<file path="config.mk">
export PLATFORM = sky130hd
export DESIGN_NAME = muldiv_iter_unit
export DESIGN_NICKNAME = d
export VERILOG_FILES = /design/src/rtl/muldiv_iter_unit.sv
export SDC_FILE = /design/constraint.sdc
export NUM_CORES = 1
export LEC_CHECK = 0
export CAP_MARGIN = 5
export CORE_UTILIZATION = 45
export CTS_CLUSTER_DIAMETER = 150
export CTS_CLUSTER_SIZE = 20
export DETAILED_ROUTE_END_ITERATION = 10
export HOLD_SLACK_MARGIN = 0.03
export PLACE_DENSITY_LB_ADDON = 0.3
export SKIP_LAST_GASP = 1
export SYNTH_ARGS = -nofsm -noshare
export SYNTH_HDL_FRONTEND = slang
export SYNTH_SLANG_ARGS = --single-unit
</file>
<file path="constraint.sdc">
create_clock -name clk -period 7.8 [get_ports clk]
set_input_delay 2.34 -clock clk [delete_from_list [all_inputs] [get_ports clk]]
set_output_delay 2.34 -clock clk [all_outputs]
set_load 0.02 [all_outputs]
</file>
<file path="src/rtl/muldiv_iter_unit.sv">
// Iterative RV32M/RV64M multiply/divide unit producing one product or quotient bit per cycle.
// busy stalls the execute stage; result_valid/result feed the ALU result mux.
module muldiv_iter_unit #(
    parameter int XLEN = 32
) (
    input  logic            clk,
    input  logic            rst,
    input  logic            start,
    input  logic            flush,
    input  logic [4:0]      alu_op,
    input  logic [XLEN-1:0] src_a,
    input  logic [XLEN-1:0] src_b,
    output logic            is_m_op,
    output logic            busy,
    output logic            result_valid,
    output logic [XLEN-1:0] result
);
    localparam int CNT_W = $clog2(XLEN) + 1;

    localparam logic [4:0] OP_MUL    = 5'b01011;
    localparam logic [4:0] OP_MULH   = 5'b01100;
    localparam logic [4:0] OP_MULHSU = 5'b01101;
    localparam logic [4:0] OP_MULHU  = 5'b01110;
    localparam logic [4:0] OP_DIV    = 5'b01111;
    localparam logic [4:0] OP_DIVU   = 5'b10000;
    localparam logic [4:0] OP_REM    = 5'b10001;
    localparam logic [4:0] OP_REMU   = 5'b10010;

    typedef enum logic [1:0] {IDLE = 2'd0, BUSY = 2'd1, DONE = 2'd2} state_t;

    state_t            state_q, state_d;
    logic [4:0]        op_q, op_d;
    logic              neg_a_q, neg_a_d, neg_b_q, neg_b_d;
    logic [CNT_W-1:0]  cnt_q, cnt_d;
    logic [XLEN-1:0]   opnd_q, opnd_d;   // multiplicand magnitude, or divisor magnitude
    logic [2*XLEN-1:0] prod_q, prod_d;
    logic [XLEN-1:0]   quot_q, quot_d;
    logic [XLEN-1:0]   rem_q, rem_d;
    logic [XLEN-1:0]   result_q, result_d;

    logic            signed_a, signed_b, neg_a_in, neg_b_in, div_in, rem_in;
    logic            div_zero, div_ovf;
    logic [XLEN-1:0] mag_a, mag_b, special_res;

    assign is_m_op  = (alu_op >= OP_MUL) && (alu_op <= OP_REMU);
    assign signed_a = (alu_op == OP_MULH) || (alu_op == OP_MULHSU) ||
                      (alu_op == OP_DIV)  || (alu_op == OP_REM);
    assign signed_b = (alu_op == OP_MULH) || (alu_op == OP_DIV) || (alu_op == OP_REM);
    assign neg_a_in = signed_a && src_a[XLEN-1];
    assign neg_b_in = signed_b && src_b[XLEN-1];
    assign mag_a    = neg_a_in ? -src_a : src_a;
    assign mag_b    = neg_b_in ? -src_b : src_b;
    assign div_in   = alu_op >= OP_DIV;
    assign rem_in   = alu_op >= OP_REM;
    assign div_zero = div_in && (src_b == '0);
    assign div_ovf  = ((alu_op == OP_DIV) || (alu_op == OP_REM)) &&
                      (src_a == {1'b1, {(XLEN-1){1'b0}}}) && (src_b == '1);
    // Divide-by-zero and signed overflow finish without iterating.
    assign special_res = div_zero ? (rem_in ? src_a : '1) : (rem_in ? '0 : src_a);

    logic              div_q;
    logic [XLEN:0]     add_sum, shifted, trial;
    logic [2*XLEN-1:0] prod_step, prod_fix;
    logic [XLEN-1:0]   quot_step, rem_step, quot_fix, rem_fix, final_res;

    assign div_q     = op_q >= OP_DIV;
    assign add_sum   = {1'b0, prod_q[2*XLEN-1:XLEN]} + (prod_q[0] ? {1'b0, opnd_q} : '0);
    assign prod_step = {add_sum, prod_q[XLEN-1:1]};
    assign shifted   = {rem_q, quot_q[XLEN-1]};
    assign trial     = shifted - {1'b0, opnd_q};
    assign rem_step  = trial[XLEN] ? shifted[XLEN-1:0] : trial[XLEN-1:0];
    assign quot_step = {quot_q[XLEN-2:0], ~trial[XLEN]};

    // The last iteration, sign correction and selection land in the register read during DONE.
    assign prod_fix  = (neg_a_q ^ neg_b_q) ? -prod_step : prod_step;
    assign quot_fix  = (neg_a_q ^ neg_b_q) ? -quot_step : quot_step;
    assign rem_fix   = neg_a_q ? -rem_step : rem_step;

    always_comb begin
        case (op_q)
            OP_MUL:                       final_res = prod_fix[XLEN-1:0];
            OP_MULH, OP_MULHSU, OP_MULHU: final_res = prod_fix[2*XLEN-1:XLEN];
            OP_DIV, OP_DIVU:              final_res = quot_fix;
            default:                      final_res = rem_fix;
        endcase
    end

    // NOTE: every variable gets its hold value first, so no path through the case infers a latch.
    always_comb begin
        state_d  = state_q;
        op_d     = op_q;
        neg_a_d  = neg_a_q;
        neg_b_d  = neg_b_q;
        cnt_d    = cnt_q;
        opnd_d   = opnd_q;
        prod_d   = prod_q;
        quot_d   = quot_q;
        rem_d    = rem_q;
        result_d = result_q;
        case (state_q)
            IDLE: begin
                if (start && is_m_op && !flush) begin
                    op_d    = alu_op;
                    neg_a_d = neg_a_in;
                    neg_b_d = neg_b_in;
                    cnt_d   = CNT_W'(XLEN);
                    opnd_d  = div_in ? mag_b : mag_a;
                    prod_d  = {{XLEN{1'b0}}, mag_b};
                    quot_d  = mag_a;
                    rem_d   = '0;
                    if (div_zero || div_ovf) begin
                        state_d  = DONE;
                        result_d = special_res;
                    end else begin
                        state_d = BUSY;
                    end
                end
            end
            BUSY: begin
                if (flush) begin
                    state_d = IDLE;
                end else begin
                    cnt_d = cnt_q - CNT_W'(1);
                    if (div_q) begin
                        quot_d = quot_step;
                        rem_d  = rem_step;
                    end else begin
                        prod_d = prod_step;
                    end
                    if (cnt_q == CNT_W'(1)) begin
                        state_d  = DONE;
                        result_d = final_res;
                    end
                end
            end
            default: state_d = IDLE;
        endcase
    end

    // NOTE: sequential state is written with non-blocking assignments only.
    always_ff @(posedge clk) begin
        if (rst) begin
            // NOTE: datapath registers are cleared as well as the FSM so nothing stale survives reset.
            state_q  <= IDLE;
            op_q     <= '0;
            neg_a_q  <= 1'b0;
            neg_b_q  <= 1'b0;
            cnt_q    <= '0;
            opnd_q   <= '0;
            prod_q   <= '0;
            quot_q   <= '0;
            rem_q    <= '0;
            result_q <= '0;
        end else begin
            state_q  <= state_d;
            op_q     <= op_d;
            neg_a_q  <= neg_a_d;
            neg_b_q  <= neg_b_d;
            cnt_q    <= cnt_d;
            opnd_q   <= opnd_d;
            prod_q   <= prod_d;
            quot_q   <= quot_d;
            rem_q    <= rem_d;
            result_q <= result_d;
        end
    end

    assign busy         = state_q != IDLE;
    assign result_valid = state_q == DONE;
    assign result       = result_q;
endmodule

</file>
======== After elaboration in Yosys (flattened, before gate mapping) ========
Index checks and enable logic that the tools add are counted.
storage, ports and cells
  flip-flop bits (word level) ............. 207
  bits of input ports ..................... 73
  logic and storage cells ................. 112
cells by class
  add/sub/neg operators ................... 8
  magnitude comparators ................... 5
  equal/unequal tests ..................... 22
  multiplexer cells ....................... 37
  bitwise operators ....................... 2
  reductions and logical operators ........ 28
operators by type and width
  cell                  number
  $mux 32               20
  $mux 64               4
  $pmux 32 s2           3
  $neg 32->32           4
  $pmux 64 s2           1
  $pmux 32 s3           1
  $eq 32x32->1 const B  2
  $neg 64->64           1
  $eq 5x4->1 const B    8
  $add 32x32->33        1
  $sub 33x32->33        1
  $logic_not 32->1      1
  $ge 5x4->1 const B    3
  $mux 6                2
  $ne 2x2->1 const B    6
  $pmux 6 s2            1
  $eq 5x5->1 const B    2
  $logic_and 1x1->1     8
  $mux 2                4
  $reduce_and 4->1      2
  $logic_or 1x1->1      7
  $eq 6x1->1 const B    1
  $sub 6x1->6 const B   1
  $ge 5x5->1 const B    1
  15 further kinds      17

======== Longest topological paths before layout ========
  depth after elaboration ................. 8
  depth in mapped cells ................... 25

======== Worst setup path before layout ========
OpenSTA, ideal clock, no wires.
  kind .................................... input to output
  start ................................... input alu_op[1]
  end ..................................... output is_m_op
  data arrival time ....................... 3.137 ns
  setup slack ............................. 2.323 ns
  stages .................................. 3
  path buffers ............................ 1
  cell sequence ........................... clkbuf_1 > a21oi_1 > mux2i_1
between the ends
  cells in the longest elaborated chain, start to end .. 2
RTL lines
  what                                             line  RTL
  from (decl)                                      10    input logic [4:0] alu_op,
  $ge 5x4->1 / $le 5x5->1 (equally long branches)  45    assign is_m_op = (alu_op >= OP_MUL) && (alu_op <= OP_REMU);
  $logic_and 1x1->1 *                              45
  to (decl)                                        13    output logic is_m_op,
Every way passes the cells marked *; elsewhere a longest branch is shown, timed or not.

======== Final worst setup path ========
  start ................................... register quot_q[31]
  end ..................................... register result_q[26], in the netlist result[26]
between the ends
  cells in the longest elaborated chain, start to end .. 8
RTL lines
  what                                         line    RTL
  from (decl)                                  37      logic [XLEN-1:0] quot_q, quot_d;
  from (signal assigned)                       162     quot_q <= quot_d;
  $sub 33x32->33                               70      assign trial = shifted - {1'b0, opnd_q};
  $mux 32 / $not 1->1 (equally long branches)  71, 72
  $neg 32->32, on equally long branches        77, 76
  $mux 32, on equally long branches            77, 76
  $pmux 32 s3 *                                80      case (op_q)
  $mux 32 *                                    130     if (cnt_q == CNT_W'(1)) begin
  $mux 32 *                                    120     if (flush) begin
  $pmux 32 s2 *                                100     case (state_q)
  to (signal assigned)                         164     result_q <= result_d;
  to (decl)                                    39      logic [XLEN-1:0] result_q, result_d;
Every way passes the cells marked *; elsewhere a longest branch is shown, timed or not. The select of a mux whose other input is x is not followed.
A chain may end at the register's enable or synchronous reset.

==> flow_metrics.py <==
metrics = {
    "status": {
        "status": "complete, no violations",
    },
    "layout": {
        "finalInstanceArea_um2": 21000,
        "fin_cells": 3250,
        "diodes": 0,
        "nets": 2857,
        "fillers": 4265,
        "area_delta_synth_final_pct": 9.34,
        "final_common_cell": "nand2_1",
        "multi_input_area_um2": 14200,
        "ff_latch_area_um2": 4140,
        "final_cell_mix": "nand2_1 (304), nor2_1 (297), a21oi_1 (258), dfxtp_1 (207), o21ai_0 (141)",
        "post-route-util_pct": 50.1,
        "layout-drive-gt1-share_pct": 4.13,
    },
    "timing": {
        "rsz0062_at_grt": "no",
        "hold_viol_final": 0,
        "setup_ws_ns": 1.37,
        "setup_viol": 0,
        "clock_skew_ns": 0.0362,
        "whs_ns": 0.458,
        "tns_ns": 0,
        "slew_violations": 0,
        "layout_min_cycle_time_ns": 6.43,
        "max_freq_mhz": 155,
        "relSlewSlack_pct": 23.4,
        "fin_crit_sh_pct": 82.5,
        "worst-slew-pin-transition_ns": 1.15,
    },
    "clock_tree": {
        "postCtsSetupBuffers": 0,
        "clockBufferDepth": 3,
        "clock_tree.root_cell": "clkbuf_16",
        "cts_resized": 0,
        "clk_pin_slew_ns": 0.10,
        "postCtsHoldBufs": 0,
        "clock_sinks": 207,
        "cts_tree": "done",
        "cts_inserted_buffers": 14,
        "htree_levels": 1,
        "clkLatencyLatePin_ns": 0.52,
    },
    "logic_synthesis": {
        "syn_inst": 2738,
        "netlist_area_um2": 19200,
        "synthArstFlopShare_pct": 0,
        "seq_area_frac_synth_pct": 21.5,
        "synth-seq-cells": 207,
        "synth.avg_cell_area_um2": 7.03,
        "synth_edf_count": 0,
        "ys_dominant_reg_cell": "dfxtp_1",
        "netlist-cell-type-count": 92,
        "synth_nets": 2885,
        "synth_warnings": 0,
    },
    "pwr": {
        "power.density_nw_per_um2": 139,
        "p_clk_share_pct": 27.7,
        "p_leak_nw": 7.55,
        "net-switching-power_mw": 1.14,
        "power_frac_comb_pct": 34.7,
        "p_seq_share_pct": 37.6,
        "p_int_mw": 1.80,
        "power.total_mw": 2.93,
        "power_switching_share_pct": 38.8,
        "ir_worst_vdd_uv": 122,
    },
    "worst_setup_path": {
        "arrival_ns": 6.77,
        "critPathKind": "flop to flop",
        "start_kind": "flop",
        "end_kind": "flop",
        "cp.required_ns": 8.14,
        "crit_fanout": 31,
    },
    "global_routing": {
        "grt_pass1_vias": 19515,
        "grt_start_max_net_pins": 83,
        "grt_usage_pct": 35.2,
        "grt_pass1_wl_mm": 119,
        "antenna_found_initial": 0,
        "grt_overflow": 0,
    },
    "drt": {
        "route.detailed.drc": 0,
        "vias": 21645,
        "wl_per_cell_um": 24.4,
        "drt_pass1_iterations": 8,
        "wl_mm": 79.3,
        "ant_nets": 0,
        "routed_via_density": 6.66,
        "drtIter0Drc": 2820,
    },
    "floorplan": {
        "ioPinCount": 108,
        "die_y_um": 209,
        "die-area_um2": 43600,
        "initial_utilization_pct": 45.8,
        "core_um2": 42000,
        "rows": 75,
        "fp.dieW_um": 209,
    },
    "flow_run": {
        "maxCapViolCount": 0,
    },
    "placed_design": {
        "dp.cells": 3233,
        "placed_cell_area_um2": 20600,
        "place_congestion": 1.03,
        "pre_cts_slack_ns": 1.43,
        "dpl.hpwl_mm": 61.2,
        "io_buffers": 107,
    },
    "min_path": {
        "hold_path.class": "flop to flop",
    },
}
cells by family after synthesis:
group,synth area share [%]
adders and majority gates,5.41
DFF,21.5
and+or+nand+nor,26.7
xor gates and xnor gates,9.24
buffers and inverters,5.22
AOI/OAI and AO/OA,29.9
muxes,1.98
area by class of cell:
| type | instances | share of cell area, % |
|---|---|---|
| clock inverters | 2 | 0.196 |
| clock buffers | 15 | 1.78 |
| multi-input cells | 2271 | 67.4 |
| inverters | 72 | 1.28 |
| flip-flops and latches | 207 | 19.7 |
| repair buffers | 144 | 6.41 |
| well taps | 539 | 3.20 |
Yosys cell counts (all sizes together), types with 46 or more instances:
library cell    n  area (µm²)
and2           65         407
nand3          79         395
nor2          298        1130
xnor2         120        1050
a31oi          68         425
nor3           77         405
xor2           83         727
a22oi          51         383
o211ai         46         345
inv            72         270
a211oi         47         363
ha             72         901
dfxtp         207        4140
nand2         305        1140
a21oi         259        1300
o21ai         160         801
clkbuf        158         594
state kept, by name, indices dropped and copies added (netlist names):
signal / flops
op_q: 5
quot_q: 32
rem_q: 32
cnt_q: 6
result: 32
opnd_q: 32
prod_q: 64
neg_b_q: 1
neg_a_q: 1
state_q: 2
power groups by stage:
| stage | Combinational [mW] | Sequential (mW) | Clock (mW) |
|---|---|---|---|
| after global routing | 1.08 | 1.10 | 0.844 |
| final | 1.02 | 1.10 | 0.814 |
| after detailed placement | 0.976 | 1.13 | 0 |
| after global placement | 0.969 | 1.12 | 0 |
| after CTS | 0.983 | 1.10 | 0.817 |
| after floorplan | 0.663 | 1.11 | 0 |
critical path, cell delays in order, from the launching register on:
cell	delay [ns]
dfxtp_1	0.48
inv_1	0.07
ha_1	0.22
inv_1	0.08
fa_1	0.25
a211oi_2	0.13
nor3_1	0.39
o21ai_1	0.21
a21oi_1	0.34
o21a_2	0.50
nor2_4	0.11
inv_2	0.07
buf_4	0.35
nor2_1	0.07
a21oi_1	0.20
ha_1	0.26
nand3_1	0.12
or3_1	0.35
or4b_2	0.64
a21oi_1	0.14
a41oi_1	0.14
o41ai_1	0.54
xnor2_1	0.16
a221oi_1	0.29
a211oi_1	0.11
routing by layer:
metal | up-vias | track usage, % | part of all wire, %
li1 | 9980 | - | -
met1 | 10249 | 47.6 | 41
met2 | 1244 | 53.4 | 43
met3 | 172 | 4.51 | 9.2
met4 | 0 | 21.0 | 6.8
met5 | - | 0 | 0
path summary, 6_finish.rpt:
| path | start | end | slack [ns] | cells past startpoint |
|---|---|---|---|---|
| setup reg to reg | quot_q[31]$_SDFFE_PP0P_ | result[26]$_SDFFE_PP0P_ | 1.37 | 24 |
| hold reg to reg | result[7]$_SDFFE_PP0P_ | result[7]$_SDFFE_PP0P_ | 0.46 | 2 |
| hold / removal | result[7]$_SDFFE_PP0P_ | result[7]$_SDFFE_PP0P_ | 0.46 | 2 |
| setup / recovery | quot_q[31]$_SDFFE_PP0P_ | result[26]$_SDFFE_PP0P_ | 1.37 | 24 |
Power figures use the tool's default switching activity.
==> RTL change: new RTL, config.mk and constraints unchanged <==
Change the parameter `XLEN` from 32 to 16.
--- a/src/rtl/muldiv_iter_unit.sv
+++ b/src/rtl/muldiv_iter_unit.sv
@@ -1,7 +1,7 @@
 // Iterative RV32M/RV64M multiply/divide unit producing one product or quotient bit per cycle.
 // busy stalls the execute stage; result_valid/result feed the ALU result mux.
 module muldiv_iter_unit #(
-    parameter int XLEN = 32
+    parameter int XLEN = 16
 ) (
     input  logic            clk,
     input  logic            rst,
Interface: changed (resized result, src_a and src_b); port bits go from 108 to 60. No check against the original RTL was run, so the function may have changed too.
==> RTL change against the original RTL <==
Sequential cell count is 97 lower. Synthesized area down 51%. Wire length decreased by 61%. Via count down 55%. Largest power group unchanged. First-iteration DRC count down 65%. Total power decreased by 49%. Design area decreased by 50%. Worst setup slack improved by 76 ps.
==> RTL change: results (changes against the original RTL) <==
- Worst slack, placed: 1450 ps (was 1430 ps)
- Vias in the first global route: 8864 (was 19500)
- Synth unique cells: 80 (was 92)
- Outcome: finished clean (unchanged)
- First-pass GRT wire length: 49400 um (was 119000 um)
- Worst vdd ir: 0.000115 V (was 0.000122 V)
- Critical Path AT: 4020 ps (was 6770 ps)
- Worst Path Max Fanout: 9 (was 31)
- Critical Path Max Stage Delay: 570 ps (was 640 ps)
- R2r startpoint: opnd_q[0]$_SDFFE_PP0P_ (was quot_q[31]$_SDFFE_PP0P_)
- Leak: 3.83 nW (was 7.55 nW)
- Clk buf depth: 2 (was 3)
- Max FFs per register: 32 (was 64)
- Post-synth top cells: 149 x nand2_1, 140 x nor2_1, 122 x a21oi_1 (was 305 x nand2_1, 297 x nor2_1, 259 x a21oi_1)
- Post-Syn Nets: 1389 (was 2885)
- Number of vias per cell: 6.24 (was 6.66)
- Relative slew margins: 26.7% (was 23.4%)
- Top post-synthesis cells by area: dfxtp_1 23%, a21oi_1 6.4%, nand2_1 5.9% (was dfxtp_1 22%, a21oi_1 6.7%, nand2_1 5.9%)
- Layout cells sized above 1: 5.05% (was 4.13%)
- Clock Skews: 18.1 ps (was 36.2 ps)
- Fillers: 2048 (was 4265)
- WL final: 31200 um (was 79300 um)
- Num CTS Buffers: 9 (was 14)
- Reg-to-reg slack, setup: 2600 ps (was 1370 ps)
- CP max stage cell: clkdlybuf4s50_1 (was or4b_2)
- Buffers added on ports: 59 (was 107)
- Largest net degree at the start of global routing: 100 (was 83)
- Hold Path End: prod_q[16]$_SDFFE_PP0P_ (was result[7]$_SDFFE_PP0P_)
- DRT iter0 DRCs: 973 (was 2820)
- H-tree level count: 3 (was 1)
- Hold_sp: prod_q[16]$_SDFFE_PP0P_ (was result[7]$_SDFFE_PP0P_)
- Hpwl dp: 23500 um (was 61200 um)
- Register area share after synthesis: 23.2% (was 21.5%)
- Worst-skew pair later-pin latency: 380 ps (was 520 ps)
- Final period util: 81.5% (was 82.5%)
RTL change: changes by cell type after synthesis, sizes merged, moves of 33 or more:
cell	before	now
nor2	298	141
nand2	305	149
a21oi	259	124
dfxtp	207	110
o21ai	160	63
clkbuf	158	76
xnor2	120	60
a31oi	68	19
nand3	79	32
and2	65	24
xor2	83	46
o211ai	46	13
RTL change: power breakdown:
part | switching [mW] | internal (mW)
sequential | 0.0160 | 0.572
combinational | 0.250 | 0.147
clock | 0.251 | 0.268
total | 0.517 | 0.986
RTL change: how the worst max path moves through the flow:
stage               startpoint      end  cells past startpoint
detailed placement   alu_op[0]  is_m_op                      4
global route         alu_op[0]  is_m_op                      4
global placement     alu_op[1]  is_m_op                      4
floorplan            alu_op[1]  is_m_op                      3
finish               alu_op[0]  is_m_op                      4
CTS                  alu_op[1]  is_m_op                      4
RTL change: area by class of cell:
type | instances | area, um^2 | share of cell area (%)
well taps | 270 | 338 | 3.21
multi-input cells | 1067 | 6830 | 64.8
inverters | 44 | 165 | 1.57
clock inverters | 6 | 91.3 | 0.867
flip-flops and latches | 110 | 2200 | 20.9
repair buffers | 70 | 671 | 6.37
clock buffers | 10 | 239 | 2.27
RTL change: per-layer routing:
layer | share of wire (%) | vias up | GRT usage (%) | wire, um
li1 | - | 4751 | - | -
met1 | 45 | 4587 | 40.8 | 14000
met2 | 44 | 434 | 44.5 | 13700
met3 | 6.6 | 75 | 3.14 | 2070
met4 | 4.3 | 0 | 13.2 | 1340
met5 | 0 | - | 0 | 0
RTL change: cell families (layout without fill, tap and decap cells):
logic type	Yosys count	after routing	synth area share, %
and+or+nand+nor	497	497	25.2
xor gates and xnor gates	106	106	9.79
buffers and inverters	129	130	5.20
adders and majority gates	43	43	5.80
muxes	23	23	2.56
DFF	110	110	23.2
AOI/OAI and AO/OA	398	398	28.3
RTL change: critical path: cells and delay by family:
family	cells	cell delay, ps
buffers and inverters	2	1110
muxes	1	360
AOI/OAI and AO/OA	1	210
RTL change: per-stage QoR:
step	hold slack (ps)	area [um^2]	utilization [%]	total power [mW]	cells
3_5_place_dp	451	10200	49.9	0.984	1561
4_1_cts	462	10500	51.6	1.50	1577
5_1_grt	474	10500	51.6	1.56	1577
2_1_floorplan	436	9490	-	0.872	1306
6_report	460	10500	51.6	1.50	1577
3_3_place_gp	446	10200	49.9	0.983	1561
